$ cat config.mk
export PLATFORM = sky130hd
export DESIGN_NAME = uart_fifo_bridge
export DESIGN_NICKNAME = d
export VERILOG_FILES = /design/src/rtl/uart_fifo_bridge.sv
export SDC_FILE = /design/constraint.sdc
export NUM_CORES = 1
export LEC_CHECK = 0
export ABC_AREA = 1
export BUFFER_PORTS_ARGS = -buffer_cell sky130_fd_sc_hd__buf_2
export CORE_ASPECT_RATIO = 0.8
export CORE_MARGIN = 2
export CORE_UTILIZATION = 35
export DETAILED_ROUTE_END_ITERATION = 6
export PLACE_DENSITY = 0.59
export SLEW_MARGIN = 10
export SYNTH_ARGS = -nofsm -noshare
export SYNTH_HDL_FRONTEND = slang
export SYNTH_SLANG_ARGS = --single-unit
$ cat constraint.sdc
create_clock -name clk -period 2.8 [get_ports clk]
set_input_delay 0.56 -clock clk [delete_from_list [all_inputs] [get_ports clk]]
set_output_delay 0.56 -clock clk [all_outputs]
set_load 0.005 [all_outputs]
$ cat src/rtl/uart_fifo_bridge.sv
// UART echo bridge: a receiver feeds a FIFO that a transmitter drains back onto the line.
//
// Optional build macro: UART_FIFO_BRIDGE_PARITY_EN adds an even-parity bit after the data
// in both directions and exposes the sticky parity_err flag.
//
// Ports:
//   clk        - sole clock, rising edge
//   reset      - asynchronous active-low reset
//   rx         - serial input, asynchronous to clk
//   tx         - serial output, idle high
//   echo_en    - high: valid received words enter the FIFO; low: dropped
//   clr_err    - one-cycle pulse clearing the sticky error flags
//   busy       - transmitter not idle
//   fifo_count - current FIFO occupancy
//   overflow   - sticky, a word was lost because the FIFO was full
//   frame_err  - sticky, a stop bit was sampled low
//   parity_err - sticky, received parity mismatch (parity build only)
module uart_fifo_bridge #(
  parameter int unsigned IN_FREQ    = 220052,
  parameter int unsigned OUT_FREQ   = 96,
  parameter int unsigned DATA_BITS  = 8,
  parameter int unsigned FIFO_DEPTH = 16
) (
  input  logic                          clk,
  input  logic                          reset,
  input  logic                          rx,
  output logic                          tx,
  input  logic                          echo_en,
  input  logic                          clr_err,
  output logic                          busy,
  output logic [$clog2(FIFO_DEPTH):0]   fifo_count,
  output logic                          overflow,
  output logic                          frame_err
`ifdef UART_FIFO_BRIDGE_PARITY_EN
  ,
  output logic                          parity_err
`endif
);

  localparam int unsigned Div = IN_FREQ / OUT_FREQ;
`ifdef UART_FIFO_BRIDGE_PARITY_EN
  localparam int unsigned ParBits = 1;
`else
  localparam int unsigned ParBits = 0;
`endif
  // Bits shifted per frame between start and stop (data plus optional parity).
  localparam int unsigned FrmBits = DATA_BITS + ParBits;
  localparam int unsigned CntW    = $clog2(Div);
  localparam int unsigned BitW    = $clog2(FrmBits);
  localparam int unsigned AddrW   = $clog2(FIFO_DEPTH);

  localparam logic [CntW-1:0] BitEnd  = CntW'(Div - 1);
  localparam logic [CntW-1:0] HalfEnd = CntW'(Div / 2 - 1);
  localparam logic [BitW-1:0] LastBit = BitW'(FrmBits - 1);

  typedef enum logic [1:0] {StIdle, StStart, StData, StStop} state_e;

  // ---------------------------------------------------------------------------
  // rx synchroniser
  // ---------------------------------------------------------------------------
  logic rx_meta_q, rx_sync_q;

  always_ff @(posedge clk or negedge reset) begin
    if (!reset) begin
      rx_meta_q <= 1'b1;
      rx_sync_q <= 1'b1;
    end else begin
      rx_meta_q <= rx;
      rx_sync_q <= rx_meta_q;
    end
  end

  // ---------------------------------------------------------------------------
  // Receiver
  // ---------------------------------------------------------------------------
  state_e               rx_state_q, rx_state_d;
  logic [CntW-1:0]      rx_cnt_q, rx_cnt_d;
  logic [BitW-1:0]      rx_bit_q, rx_bit_d;
  logic [FrmBits-1:0]   rx_shift_q, rx_shift_d;
  logic                 rx_brk_q, rx_brk_d;  // bad stop seen, waiting for line to go high
  logic                 rx_valid;
  logic                 frame_set;
`ifdef UART_FIFO_BRIDGE_PARITY_EN
  logic                 parity_set;
`endif

  always_comb begin
    rx_state_d = rx_state_q;
    rx_cnt_d   = rx_cnt_q;
    rx_bit_d   = rx_bit_q;
    rx_shift_d = rx_shift_q;
    rx_brk_d   = rx_brk_q;
    rx_valid   = 1'b0;
    frame_set  = 1'b0;
`ifdef UART_FIFO_BRIDGE_PARITY_EN
    parity_set = 1'b0;
`endif
    unique case (rx_state_q)
      StIdle: begin
        rx_cnt_d = '0;
        if (!rx_sync_q) rx_state_d = StStart;
      end
      StStart: begin
        if (rx_cnt_q == HalfEnd) begin
          rx_cnt_d   = '0;
          rx_bit_d   = '0;
          // Line back high at mid-start: treat as a glitch.
          rx_state_d = rx_sync_q ? StIdle : StData;
        end else begin
          rx_cnt_d = rx_cnt_q + 1'b1;
        end
      end
      StData: begin
        if (rx_cnt_q == BitEnd) begin
          rx_cnt_d   = '0;
          rx_shift_d = {rx_sync_q, rx_shift_q[FrmBits-1:1]};
          if (rx_bit_q == LastBit) rx_state_d = StStop;
          else                     rx_bit_d   = rx_bit_q + 1'b1;
        end else begin
          rx_cnt_d = rx_cnt_q + 1'b1;
        end
      end
      StStop: begin
        if (rx_brk_q) begin
          if (rx_sync_q) begin
            rx_brk_d   = 1'b0;
            rx_state_d = StIdle;
          end
        end else if (rx_cnt_q == BitEnd) begin
          rx_cnt_d = '0;
          if (!rx_sync_q) begin
            frame_set = 1'b1;
            rx_brk_d  = 1'b1;
          end else begin
            rx_state_d = StIdle;
`ifdef UART_FIFO_BRIDGE_PARITY_EN
            // Even parity: XOR over data and parity bit must be zero.
            if (^rx_shift_q) parity_set = 1'b1;
            else             rx_valid   = 1'b1;
`else
            rx_valid = 1'b1;
`endif
          end
        end else begin
          rx_cnt_d = rx_cnt_q + 1'b1;
        end
      end
      default: rx_state_d = StIdle;
    endcase
  end

  always_ff @(posedge clk or negedge reset) begin
    if (!reset) begin
      rx_state_q <= StIdle;
      rx_cnt_q   <= '0;
      rx_bit_q   <= '0;
      rx_shift_q <= '0;
      rx_brk_q   <= 1'b0;
    end else begin
      rx_state_q <= rx_state_d;
      rx_cnt_q   <= rx_cnt_d;
      rx_bit_q   <= rx_bit_d;
      rx_shift_q <= rx_shift_d;
      rx_brk_q   <= rx_brk_d;
    end
  end

  // ---------------------------------------------------------------------------
  // FIFO
  // ---------------------------------------------------------------------------
  logic [DATA_BITS-1:0] mem_q [FIFO_DEPTH];
  logic [AddrW-1:0]     wptr_q, rptr_q;
  logic [AddrW:0]       count_q, count_d;
  logic                 fifo_full, fifo_empty, fifo_wr, fifo_rd, ovf_set;

  assign fifo_full  = (count_q == (AddrW + 1)'(FIFO_DEPTH));
  assign fifo_empty = (count_q == '0);
  // A pop in the same cycle frees a slot, so a full FIFO still accepts the write.
  assign fifo_wr    = rx_valid & echo_en & (~fifo_full | fifo_rd);
  assign ovf_set    = rx_valid & echo_en & fifo_full & ~fifo_rd;

  always_comb begin
    count_d = count_q;
    unique case ({fifo_wr, fifo_rd})
      2'b10:   count_d = count_q + 1'b1;
      2'b01:   count_d = count_q - 1'b1;
      default: count_d = count_q;
    endcase
  end

  always_ff @(posedge clk or negedge reset) begin
    if (!reset) begin
      wptr_q  <= '0;
      rptr_q  <= '0;
      count_q <= '0;
    end else begin
      if (fifo_wr) wptr_q <= wptr_q + 1'b1;
      if (fifo_rd) rptr_q <= rptr_q + 1'b1;
      count_q <= count_d;
    end
  end

  always_ff @(posedge clk) begin
    if (fifo_wr) mem_q[wptr_q] <= rx_shift_q[DATA_BITS-1:0];
  end

  assign fifo_count = count_q;

  // ---------------------------------------------------------------------------
  // Transmitter
  // ---------------------------------------------------------------------------
  state_e               tx_state_q, tx_state_d;
  logic [CntW-1:0]      tx_cnt_q, tx_cnt_d;
  logic [BitW-1:0]      tx_bit_q, tx_bit_d;
  logic [FrmBits-1:0]   tx_shift_q, tx_shift_d;
  logic [FrmBits-1:0]   tx_load;
  logic [DATA_BITS-1:0] head;

  assign head = mem_q[rptr_q];
`ifdef UART_FIFO_BRIDGE_PARITY_EN
  assign tx_load = {^head, head};
`else
  assign tx_load = head;
`endif

  always_comb begin
    tx_state_d = tx_state_q;
    tx_cnt_d   = tx_cnt_q;
    tx_bit_d   = tx_bit_q;
    tx_shift_d = tx_shift_q;
    fifo_rd    = 1'b0;
    unique case (tx_state_q)
      StIdle: begin
        tx_cnt_d = '0;
        if (!fifo_empty) begin
          fifo_rd    = 1'b1;
          tx_shift_d = tx_load;
          tx_state_d = StStart;
        end
      end
      StStart: begin
        if (tx_cnt_q == BitEnd) begin
          tx_cnt_d   = '0;
          tx_bit_d   = '0;
          tx_state_d = StData;
        end else begin
          tx_cnt_d = tx_cnt_q + 1'b1;
        end
      end
      StData: begin
        if (tx_cnt_q == BitEnd) begin
          tx_cnt_d   = '0;
          tx_shift_d = {1'b1, tx_shift_q[FrmBits-1:1]};
          if (tx_bit_q == LastBit) tx_state_d = StStop;
          else                     tx_bit_d   = tx_bit_q + 1'b1;
        end else begin
          tx_cnt_d = tx_cnt_q + 1'b1;
        end
      end
      StStop: begin
        if (tx_cnt_q == BitEnd) begin
          tx_cnt_d   = '0;
          tx_state_d = StIdle;
        end else begin
          tx_cnt_d = tx_cnt_q + 1'b1;
        end
      end
      default: tx_state_d = StIdle;
    endcase
  end

  always_ff @(posedge clk or negedge reset) begin
    if (!reset) begin
      tx_state_q <= StIdle;
      tx_cnt_q   <= '0;
      tx_bit_q   <= '0;
      tx_shift_q <= '0;
    end else begin
      tx_state_q <= tx_state_d;
      tx_cnt_q   <= tx_cnt_d;
      tx_bit_q   <= tx_bit_d;
      tx_shift_q <= tx_shift_d;
    end
  end

  // Decoded from state so reset forces the line high without waiting for a clock.
  always_comb begin
    tx = 1'b1;
    unique case (tx_state_q)
      StStart: tx = 1'b0;
      StData:  tx = tx_shift_q[0];
      default: tx = 1'b1;
    endcase
  end

  assign busy = (tx_state_q != StIdle);

  // ---------------------------------------------------------------------------
  // Sticky error flags (a new event wins over clr_err)
  // ---------------------------------------------------------------------------
  logic overflow_q, frame_err_q;

  always_ff @(posedge clk or negedge reset) begin
    if (!reset) begin
      overflow_q  <= 1'b0;
      frame_err_q <= 1'b0;
    end else begin
      overflow_q  <= ovf_set   | (overflow_q  & ~clr_err);
      frame_err_q <= frame_set | (frame_err_q & ~clr_err);
    end
  end

  assign overflow  = overflow_q;
  assign frame_err = frame_err_q;

`ifdef UART_FIFO_BRIDGE_PARITY_EN
  logic parity_err_q;

  always_ff @(posedge clk or negedge reset) begin
    if (!reset) parity_err_q <= 1'b0;
    else        parity_err_q <= parity_set | (parity_err_q & ~clr_err);
  end

  assign parity_err = parity_err_q;
`endif

endmodule

==> flow_summary_export.csv, run 1 <==
group,metric,value,unit
critical_path,cp-end-kind,"primary output",
clock_network,insertion_delay,0.43,ns
timing,maxSlewViolCount,0,
critical_path,worstPathMaxFanout,20,
critical_path,worstPathCellList,"inv_1 -> ha_1 -> inv_1 -> nand2_1 -> o21a_1 -> buf_2",
drt,wl_per_cell,16.67,um
clock_network,clk_pin_slew_worst_paths,0.07,ns
cells_and_area,fin_cells,1150,
timing,slew_headroom,0.4413,
clock_network,cts_tree,"built",
die,die_area,26060,um^2
global_route,grt_overflow,0,
cells_and_area,final_cell_mix,"edfxtp_1 (128), nor2_1 (123), nand2_1 (86)",
clock_network,cts_buffer_depth,2,
clock_network,cts_root_buf,"clkbuf_16",
cells_and_area,drive_gt1_frac,0.1322,
clock_network,cts_hold_buffers,0,
critical_path,cp_top_family,"buffers and inverters",
global_route,antenna_found_initial,0,
synth,yosys_warnings,0,
drt,via_per_inst,5.053,
placed_design,pre_cts_ws,0.6080,ns
synth,ys_ff_latch,196,
clock_network,ctsResizeCount,0,
synth,synthDistinctLibCells,49,
critical_path,crit_required,2.24,ns
timing,rsz0062_at_grt,"no",
die,coreArea,24310,um^2
placed_design,gp_congestion,0.8640,
cells_and_area,fillers,2279,
placed_design,place_hpwl,12.41,mm
synth,synth_edf_count,128,
drt,ant_nets,0,
synth,syn_area_per_cell,11.01,um^2
timing,max_freq,0.3862,GHz
cells_and_area,n_antenna_cell,0,
cells_and_area,final_nets,843,
global_route,grt_pass1_wl,30.79,mm
die,die_y,144.8,um
cells_and_area,multiInputGateArea,2703,um^2
synth,syn_area,8673,um^2
timing,setup_viol,0,
drt,totalWireLength,19.17,mm
placed_design,placement.io_buffers,13,
clock_network,cts_setup_buffers,0,
clock_network,cts.sinks,196,
outcome,status,"complete, no violations",
drt,drc_errors,0,
cells_and_area,mostFrequentLayoutCell,"edfxtp_1",
synth,synth_nets,812,
critical_path,cpMaxStageDelayCell,"inv_1",
critical_path,cp_common_cell,"inv_1",
critical_path,worstPathArrival,2.03,ns
die,io_pins,14,
die,start_util,0.3567,
synth,ys_async_sr_fraction,0.3469,
placed_design,dpl.cell_count,1118,
synth,synth_seq_area_share,0.6396,
synth,synthCells,788,
die,die_w,180,um
power_and_ir_drop,power_density,550.0,nW/um^2
synth,yosys_most_used_dff,"edfxtp_1",
timing,finalClockSkew,0.01078,ns
critical_path,cp_slowest_stage_delay,0.48,ns
flow_run,cap_violations,0,
global_route,groute.usage.overall,0.1529,
drt,vias,5811,
timing,tightest_slew,0.8380,ns
timing,period_share,0.9247,
timing,layout_min_cycle_time,2.589,ns
critical_path,path_buf_inv,3,
timing,final_hold_viol_count,0,
clock_network,cts_buffers,17,
global_route,grt_pass1_vias,5635,
power_and_ir_drop,irDropWorstVdd,0.0003535,V
drt,first_iter_violations,533,
cells_and_area,seqCellArea,5549,um^2
power_and_ir_drop,power.leakage,4.069,nW
global_route,grt_max_degree,67,
drt,firstDrtPassIters,5,
cells_and_area,synthToLayoutAreaGrowth,12.91,%
critical_path,critPathLaunchType,"flip-flop",
min_path,holdCritPathClass,"input port to asynchronous set/reset pin",
timing,finalWorstSetupSlack,0.2108,ns
clock_network,cts_max_level,4,
critical_path,crit_type,"flip-flop to primary output",
timing,setup-tns-final,0,ns
die,rows,51,
cells by family (layout without fill, tap and decap cells):
kind of cell | count (synthesis) | in the layout | synth area share
adders and majority gates | 19 | 19 | 0.02741
muxes | 8 | 8 | 0.01039
xor gates and xnor gates | 15 | 15 | 0.01515
buffers and inverters | 106 | 150 | 0.04876
DFF | 196 | 196 | 0.6396
AOI/OAI and AO/OA | 155 | 155 | 0.1109
and+or+nand+nor | 289 | 289 | 0.1477
cell usage after synthesis (3+ instances only):
library cell | instances | area share
inv_1 | 67 | 0.029
o22ai_1 | 6 | 0.0043
ha_1 | 19 | 0.027
nand2_1 | 86 | 0.037
o21ai_1 | 5 | 0.0029
o31ai_1 | 4 | 0.0035
nor2_4 | 3 | 0.0039
xor2_1 | 13 | 0.013
nor3_1 | 9 | 0.0052
nand4_1 | 8 | 0.0058
buf_2 | 8 | 0.0046
edfxtp_1 | 128 | 0.44
a21oi_1 | 11 | 0.0063
clkbuf_1 | 16 | 0.0069
inv_2 | 10 | 0.0043
o221ai_1 | 21 | 0.021
nand3_1 | 42 | 0.024
nand2_2 | 5 | 0.0036
mux2_2 | 8 | 0.010
nor2_1 | 123 | 0.053
o21ai_0 | 79 | 0.046
o211ai_1 | 18 | 0.016
dfrtp_1 | 66 | 0.19
metal layers:
metal	routed length [um]	up-vias	share of wire	global-route usage
met5	0	-	0	0
met4	212	0	0.011	0.04365
met3	1206	17	0.063	0.02628
met2	8281	164	0.43	0.2283
met1	9472	2813	0.49	0.2287
li1	-	2817	-	-
layout make-up:
| cell class | instances | area share |
|---|---|---|
| multi-input combinational | 486 | 0.2760 |
| clock inverter | 11 | 0.01073 |
| tap | 318 | 0.04063 |
| sequential | 196 | 0.5666 |
| clock buffer | 21 | 0.04599 |
| inverter | 78 | 0.02990 |
| timing repair buffer | 40 | 0.03015 |
worst paths after layout:
check                               from       endpoint  slack, ns  depth (start not counted)
min                                reset    rx_cnt_q[7]       0.12                          1
max                        tx_state_q[0]             tx       0.21                          6
max in group asynchronous          reset  tx_shift_q[6]       2.07                          2
max reg2reg                  rx_cnt_q[0]  fifo_count[4]       0.60                         14
min in group clk                      rx      rx_meta_q       0.23                          1
min reg2reg                    rx_meta_q      rx_sync_q       0.37                          0
stage by stage:
stage | utilization | total power, mW | hold WS, ns | instance area [um^2]
6_report | 0.4028 | 5.387 | 0.1227 | 9793
3_3_place_gp | 0.3800 | 3.147 | 0.3562 | 9238
3_5_place_dp | 0.3800 | 3.147 | 0.3557 | 9238
2_1_floorplan | - | 3.120 | 0.2644 | 8673
5_1_grt | 0.4028 | 5.559 | 0.1719 | 9793
4_1_cts | 0.4028 | 5.441 | 0.1417 | 9793
sequential cells by signal, summed over array words and instances, names as in the netlist, 2 cells and up, named ones only:
register / cells
mem_q: 128
rx_cnt_q: 12
tx_cnt_q: 12
rx_shift_q: 8
tx_shift_q: 8
fifo_count: 5
rptr_q: 4
wptr_q: 4
rx_bit_q: 3
tx_bit_q: 3
tx_state_q: 2
worst reg2reg max path, stage by stage (launching register included):
cell	delay [ns]
dfrtp_1	0.41
ha_1	0.19
inv_1	0.06
nor3_2	0.21
nand3_4	0.17
nand2_2	0.15
inv_2	0.07
ha_1	0.32
inv_1	0.08
o21ai_0	0.15
inv_1	0.06
nand3_1	0.08
nand2_1	0.05
nand2_1	0.05
nand2_1	0.05
power breakdown:
part	switching (mW)	internal, mW	total (mW)
registers	0.00139	3.06	3.06
clock network	1.05	1.25	2.30
logic	0.0204	0.00456	0.0249
No activity file was read; power rests on OpenSTA's default activity.
==> run 2, diff against run 1 <==
- PLACE_DENSITY: 0.59 -> default
- PLACE_DENSITY_LB_ADDON: default -> 0.1
==> run 2 against run 1 <==
Die area did not move. Hold slack better by 0.019 ns. Count of clock-buffer cells in the layout decreased by 4.
==> flow_summary_export.csv, run 2 (synthesis results as in run 1) <==
group,metric,value,unit
clock_network,cts_buffer_depth,2,
critical_path,worstSetupStartpoint,"tx_state_q[0]",
power_and_ir_drop,power.leakage,4.085,nW
timing,final_hold_viol_count,0,
clock_network,cts.sinks,196,
clock_network,cts_hold_buffers,0,
critical_path,rrSetupSlack,0.44,ns
critical_path,r2r-end,"tx_shift_q[6]",
global_route,grt_overflow,0,
global_route,grt_pass1_wl,32.63,mm
drt,totalWireLength,20.54,mm
die,die_area,26060,um^2
clock_network,cts_tree,"built",
timing,layout_min_cycle_time,2.528,ns
min_path,holdCritPathClass,"input port to asynchronous set/reset pin",
cells_and_area,fillers,2321,
placed_design,pre_cts_ws,0.4336,ns
critical_path,worstPathCellList,"inv_1 -> ha_1 -> clkinvlp_4 -> o21a_1 -> buf_2",
timing,tightest_slew,0.7708,ns
timing,slew_headroom,0.4861,
critical_path,cp_slowest_stage_delay,0.41,ns
die,start_util,0.3567,
cells_and_area,final_cell_mix,"edfxtp_1 (128), nor2_1 (123), nand2_1 (86)",
cells_and_area,synthToLayoutAreaGrowth,13.16,%
flow_run,cap_violations,0,
drt,ant_nets,0,
power_and_ir_drop,power_density,558.0,nW/um^2
placed_design,place_hpwl,13.39,mm
die,coreArea,24310,um^2
clock_network,cts_max_level,4,
die,die_y,144.8,um
global_route,grt_use_met3,0.03303,
cells_and_area,n_antenna_cell,0,
clock_network,clk_pin_slew_worst_paths,0.07,ns
drt,vias,5881,
timing,setup_viol,0,
global_route,use_met1,0.2298,
critical_path,reg2reg_depth,8,
clock_network,cts_buffers,17,
cells_and_area,regMostFlops,"mem_q",
clock_network,cts_root_buf,"clkbuf_16",
cells_and_area,drive_gt1_frac,0.1391,
critical_path,worstPathArrival,1.97,ns
timing,maxSlewViolCount,0,
critical_path,cp-end-kind,"primary output",
critical_path,cpMaxStageDelayCell,"dfrtp_1",
power_and_ir_drop,irDropWorstVdd,0.0004325,V
drt,wl_per_cell,17.83,um
global_route,grt_busiest_layer,"met2",
timing,period_share,0.9030,
global_route,groute.usage.overall,0.1652,
drt,via_per_inst,5.105,
cells_and_area,mostFrequentLayoutCell,"edfxtp_1",
outcome,status,"complete, no violations",
die,io_pins,14,
timing,rsz0062_at_grt,"no",
global_route,grt_max_degree,67,
critical_path,crit_required,2.24,ns
die,rows,51,
timing,finalWorstSetupSlack,0.2715,ns
placed_design,dpl.cell_count,1118,
drt,firstDrtPassIters,4,
global_route,use_met2,0.2599,
power_and_ir_drop,power,5.476,mW
global_route,grt_pass1_vias,5760,
critical_path,crit_type,"flip-flop to primary output",
critical_path,rr_startpoint,"tx_state_q[0]",
cells_and_area,final_nets,846,
placed_design,gp_congestion,0.8378,
timing,setup-tns-final,0,ns
timing,finalClockSkew,0.01019,ns
timing,max_freq,0.3955,GHz
cells_and_area,fin_cells,1152,
global_route,antenna_found_initial,0,
drt,drc_errors,0,
cells_and_area,top_regs,"mem_q (128), rx_cnt_q (12), tx_cnt_q (12)",
critical_path,worstPathMaxFanout,8,
die,die_w,180,um
cells_and_area,utilization,0.4037,
cells_and_area,largest_reg_flops,128,
placed_design,placement.io_buffers,13,
critical_path,critPathLaunchType,"flip-flop",
drt,first_iter_violations,425,
clock_network,insertion_delay,0.44,ns
## run 2: what timing repair did
action,in CTS,in global routing
gates resized for setup,0,1
endpoints found under the setup margin,0,1
setup buffers,0,2
## run 2: metrics by stage
stage / instance area, um^2 / hold slack, ns
finish: 9814 / 0.1416
global route: 9814 / 0.1885
CTS: 9791 / 0.1541
detailed placement: 9223 / 0.3608
global placement: 9223 / 0.3624
floorplan: 8673 / 0.2644
## run 2: power breakdown
group	switching (mW)	internal (mW)	leakage [nW]	total [mW]
Sequential	0.00139	3.06	2.33	3.06
Clock	1.14	1.25	0.272	2.39
Combinational	0.0207	0.00514	1.48	0.0259
## run 2: how the worst max path moves through the flow
stage,cells past startpoint,slack [ns],endpoint
after detailed placement,8,0.43,tx_shift_q[6]
after global placement,8,0.42,tx_shift_q[6]
after global routing,6,0.13,tx
after floorplan,7,0.79,mem_q[7][1]
final,5,0.27,tx
after CTS,6,0.02,tx
## run 2: critical path: cells and delay by family (launching register included)
family / cells / cell delay (ns)
buffers and inverters: 3 / 0.50
AO/OA/AOI/OAI: 1 / 0.22
flip-flops: 1 / 0.41
adder cells (fa/ha/maj): 1 / 0.41
## run 2: cell type report
type                       instances  area, um^2  share of cell area
inverter                          78       296.5             0.03021
clock inverter                    14       142.6             0.01453
timing repair buffer              42       295.3             0.03009
clock buffer                      17       425.4             0.04335
timing repair inverter             1       5.005           0.0005099
multi-input combinational        486        2703              0.2754
sequential                       196        5549              0.5654
tap                              318       397.9             0.04054
## run 2: routing by layer
layer / routed length, um / part of all wire / vias to the layer above
met1: 9961 / 0.48 / 2897
met3: 875 / 0.043 / 23
met2: 9343 / 0.45 / 135
met5: 0 / 0 / -
met4: 363 / 0.018 / 0
li1: - / - / 2826
==> run 3, diff against run 2 <==
- ABC_AREA: 1 -> default
==> run 3 against run 2 <==
Utilization rose by 0.097 points. Sequential power about the same. Total power up 0.36%. Design area shrank 0.55%. Critical path depth rose by 5. Wire length fell by 12%. Critical path type is now flip-flop to flip-flop. Largest cell class unchanged.
==> flow_summary_export.csv, run 3 <==
group,metric,value,unit
outcome,status,"complete, no violations",
global_route,grt_max_degree,46,
timing,finalWorstSetupSlack,0.1288,ns
placed_design,place_hpwl,12.29,mm
critical_path,cpMaxStageDelayCell,"or4_4",
global_route,grt_overflow,0,
synth,synth_common_cells,"edfxtp_1 (128), dfrtp_1 (66), nor2_1 (48), nand2_1 (45), mux4_2 (40)",
critical_path,worstPathCellList,"or4_4 -> o21ai_4 -> a21oi_2 -> xor2_1 -> ha_1 -> or3_2 -> a21oi_1 -> o211ai_1 -> a31oi_1 -> nand2_1",
power_and_ir_drop,power,5.496,mW
global_route,antenna_found_initial,0,
power_and_ir_drop,power.leakage,3.882,nW
drt,drc_errors,0,
critical_path,crit_required,3.12,ns
power_and_ir_drop,power_density,563.1,nW/um^2
timing,layout_min_cycle_time,2.671,ns
drt,wl_per_cell,19.05,um
drt,first_iter_violations,394,
drt,totalWireLength,18.00,mm
timing,period_share,0.9540,
global_route,grt_pass1_vias,5023,
clock_network,clk_pin_slew_worst_paths,0.07,ns
clock_network,cts_max_level,4,
power_and_ir_drop,p_seq_frac,0.557,
timing,finalClockSkew,0.01554,ns
cells_and_area,fillers,2229,
cells_and_area,drive_gt1_frac,0.2392,
drt,via_per_inst,5.084,
die,rows,51,
timing,setup_viol,0,
synth,syn_area_per_cell,15.07,um^2
critical_path,worstPathMaxFanout,5,
min_path,holdCritPathClass,"input port to asynchronous set/reset pin",
placed_design,gp_congestion,0.8105,
timing,setup-tns-final,0,ns
timing,tightest_slew,0.6749,ns
synth,yosys_most_used_dff,"edfxtp_1",
power_and_ir_drop,irDropWorstVdd,0.0003701,V
power_and_ir_drop,p_comb_frac,0.005,
synth,syn_area,8528,um^2
clock_network,cts_buffers,17,
synth,synth_edf_count,128,
synth,ys_ff_latch,196,
critical_path,crit_type,"flip-flop to flip-flop",
synth,yosysMostFrequentCell,"edfxtp_1",
critical_path,path_buf_inv,0,
critical_path,critPathLaunchType,"flip-flop",
global_route,grt_pass1_wl,29.19,mm
die,die_w,178.5,um
cells_and_area,n_antenna_cell,0,
clock_network,cts_root_buf,"clkbuf_16",
timing,rsz0062_at_grt,"no",
die,start_util,0.3536,
cells_and_area,regMostFlops,"mem_q",
synth,ys_async_sr_fraction,0.3469,
clock_network,cts_tree,"built",
critical_path,cp_slowest_stage_delay,0.59,ns
synth,synthCells,566,
clock_network,cts_buffer_depth,2,
cells_and_area,final_cell_mix,"edfxtp_1 (128), dfrtp_1 (64), nor2_1 (48)",
drt,vias,4804,
die,io_pins,14,
cells_and_area,synthToLayoutAreaGrowth,14.45,%
placed_design,pre_cts_ws,0.1090,ns
clock_network,cts_hold_buffers,0,
placed_design,placement.io_buffers,13,
power_and_ir_drop,switching_power,1.103,mW
synth,synth_area_leaders,"edfxtp_1 (45%), dfrtp_1 (19%), mux4_2 (11%)",
timing,maxSlewViolCount,0,
synth,yosys_warnings,0,
timing,slew_headroom,0.5501,
critical_path,cp_top_family,"simple AND/OR/NAND/NOR gates",
cells_and_area,final_nets,638,
cells_and_area,utilization,0.4047,
cells_and_area,largest_reg_flops,128,
cells_and_area,top_regs,"mem_q (128), rx_cnt_q (12), tx_cnt_q (12)",
power_and_ir_drop,p_int,4.393,mW
clock_network,insertion_delay,0.43,ns
drt,firstDrtPassIters,4,
global_route,groute.usage.overall,0.1544,
synth,synth_seq_area_share,0.6505,
die,coreArea,24120,um^2
drt,ant_nets,0,
flow_run,cap_violations,0,
cells_and_area,mostFrequentLayoutCell,"edfxtp_1",
power_and_ir_drop,p_clk_frac,0.438,
synth,yosysTopAreaCellShare,0.4507,
die,die_area,25640,um^2
critical_path,cp-end-kind,"flip-flop",
timing,final_hold_viol_count,0,
synth,synth_nets,590,
synth,synth_largest_area_cell,"edfxtp_1",
synth,synthDistinctLibCells,69,
critical_path,worstPathArrival,2.99,ns
timing,max_freq,0.3744,GHz
power_and_ir_drop,switching_share,0.2007,
clock_network,cts.sinks,196,
die,die_y,143.6,um
clock_network,cts_setup_buffers,0,
## run 3: routing by layer
layer	GRT usage	vias up	part of all wire
li1	-	2266	-
met1	0.2299	2483	0.50
met2	0.2349	48	0.46
met3	0.02619	7	0.029
met4	0.03979	0	0.0064
met5	0	-	0
## run 3: power groups by stage
stage / Clock, mW / Sequential, mW / Combinational [mW]
floorplan: 0 / 3.12 / 0.00243
global placement: 0 / 3.12 / 0.0309
detailed placement: 0 / 3.12 / 0.0321
CTS: 2.47 / 3.06 / 0.0323
global route: 2.61 / 3.06 / 0.0351
finish: 2.41 / 3.06 / 0.0292
## run 3: cell type report
cell class / instances / area [um^2] / share of cell area
Clock buffer: 18 / 429.2 / 0.04397
Clock inverter: 14 / 150.1 / 0.01538
Inverter: 15 / 56.30 / 0.005768
Multi-Input combinational cell: 334 / 2821 / 0.2891
Sequential cell: 196 / 5550 / 0.5686
Tap cell: 318 / 397.9 / 0.04076
Timing Repair Buffer: 50 / 355.3 / 0.03641
## run 3: cell families (layout without fill, tap and decap cells)
logic type / Yosys count / in the layout / share of synthesized area
muxes: 55 / 55 / 0.1253
buffers and inverters: 36 / 97 / 0.01892
adders and majority gates: 19 / 19 / 0.02788
DFF: 196 / 196 / 0.6505
AOI/OAI and AO/OA: 76 / 76 / 0.06059
xor gates and xnor gates: 18 / 18 / 0.01849
and+or+nand+nor: 166 / 166 / 0.09830
## run 3: timing repair
item	in CTS	in global routing
endpoints found under the hold margin	0	0
gates resized for setup	0	2
endpoints found under the setup margin	0	7
## run 3: worst paths after layout
check / start / endpoint / slack, ns / cells after the start
setup reg to reg: fifo_count[0] / fifo_count[4] / 0.13 / 10
setup / recovery: fifo_count[0] / fifo_count[4] / 0.13 / 10
hold reg to reg: rx_meta_q / rx_sync_q / 0.36 / 0
max in group asynchronous: reset / rx_sync_q / 1.97 / 2
min in group clk: rx / rx_meta_q / 0.22 / 1
hold / removal: reset / tx_cnt_q[2] / 0.13 / 1
## run 3: worst reg2reg max path: stages, from the launching register on
cell and delay (ns):
dfrtp_1 0.42, or4_4 0.59, o21ai_4 0.16, a21oi_2 0.06, xor2_1 0.14, ha_1 0.22
or3_2 0.42, a21oi_1 0.15, o211ai_1 0.12, a31oi_1 0.20, nand2_1 0.07
## run 3: stage by stage
stage	area, um^2	hold WS [ns]	std cells
after floorplan	8528	0.2644	566
after global placement	9178	0.3467	913
after detailed placement	9178	0.3478	913
after CTS	9757	0.1416	945
after global routing	9761	0.1590	945
final	9761	0.1269	945
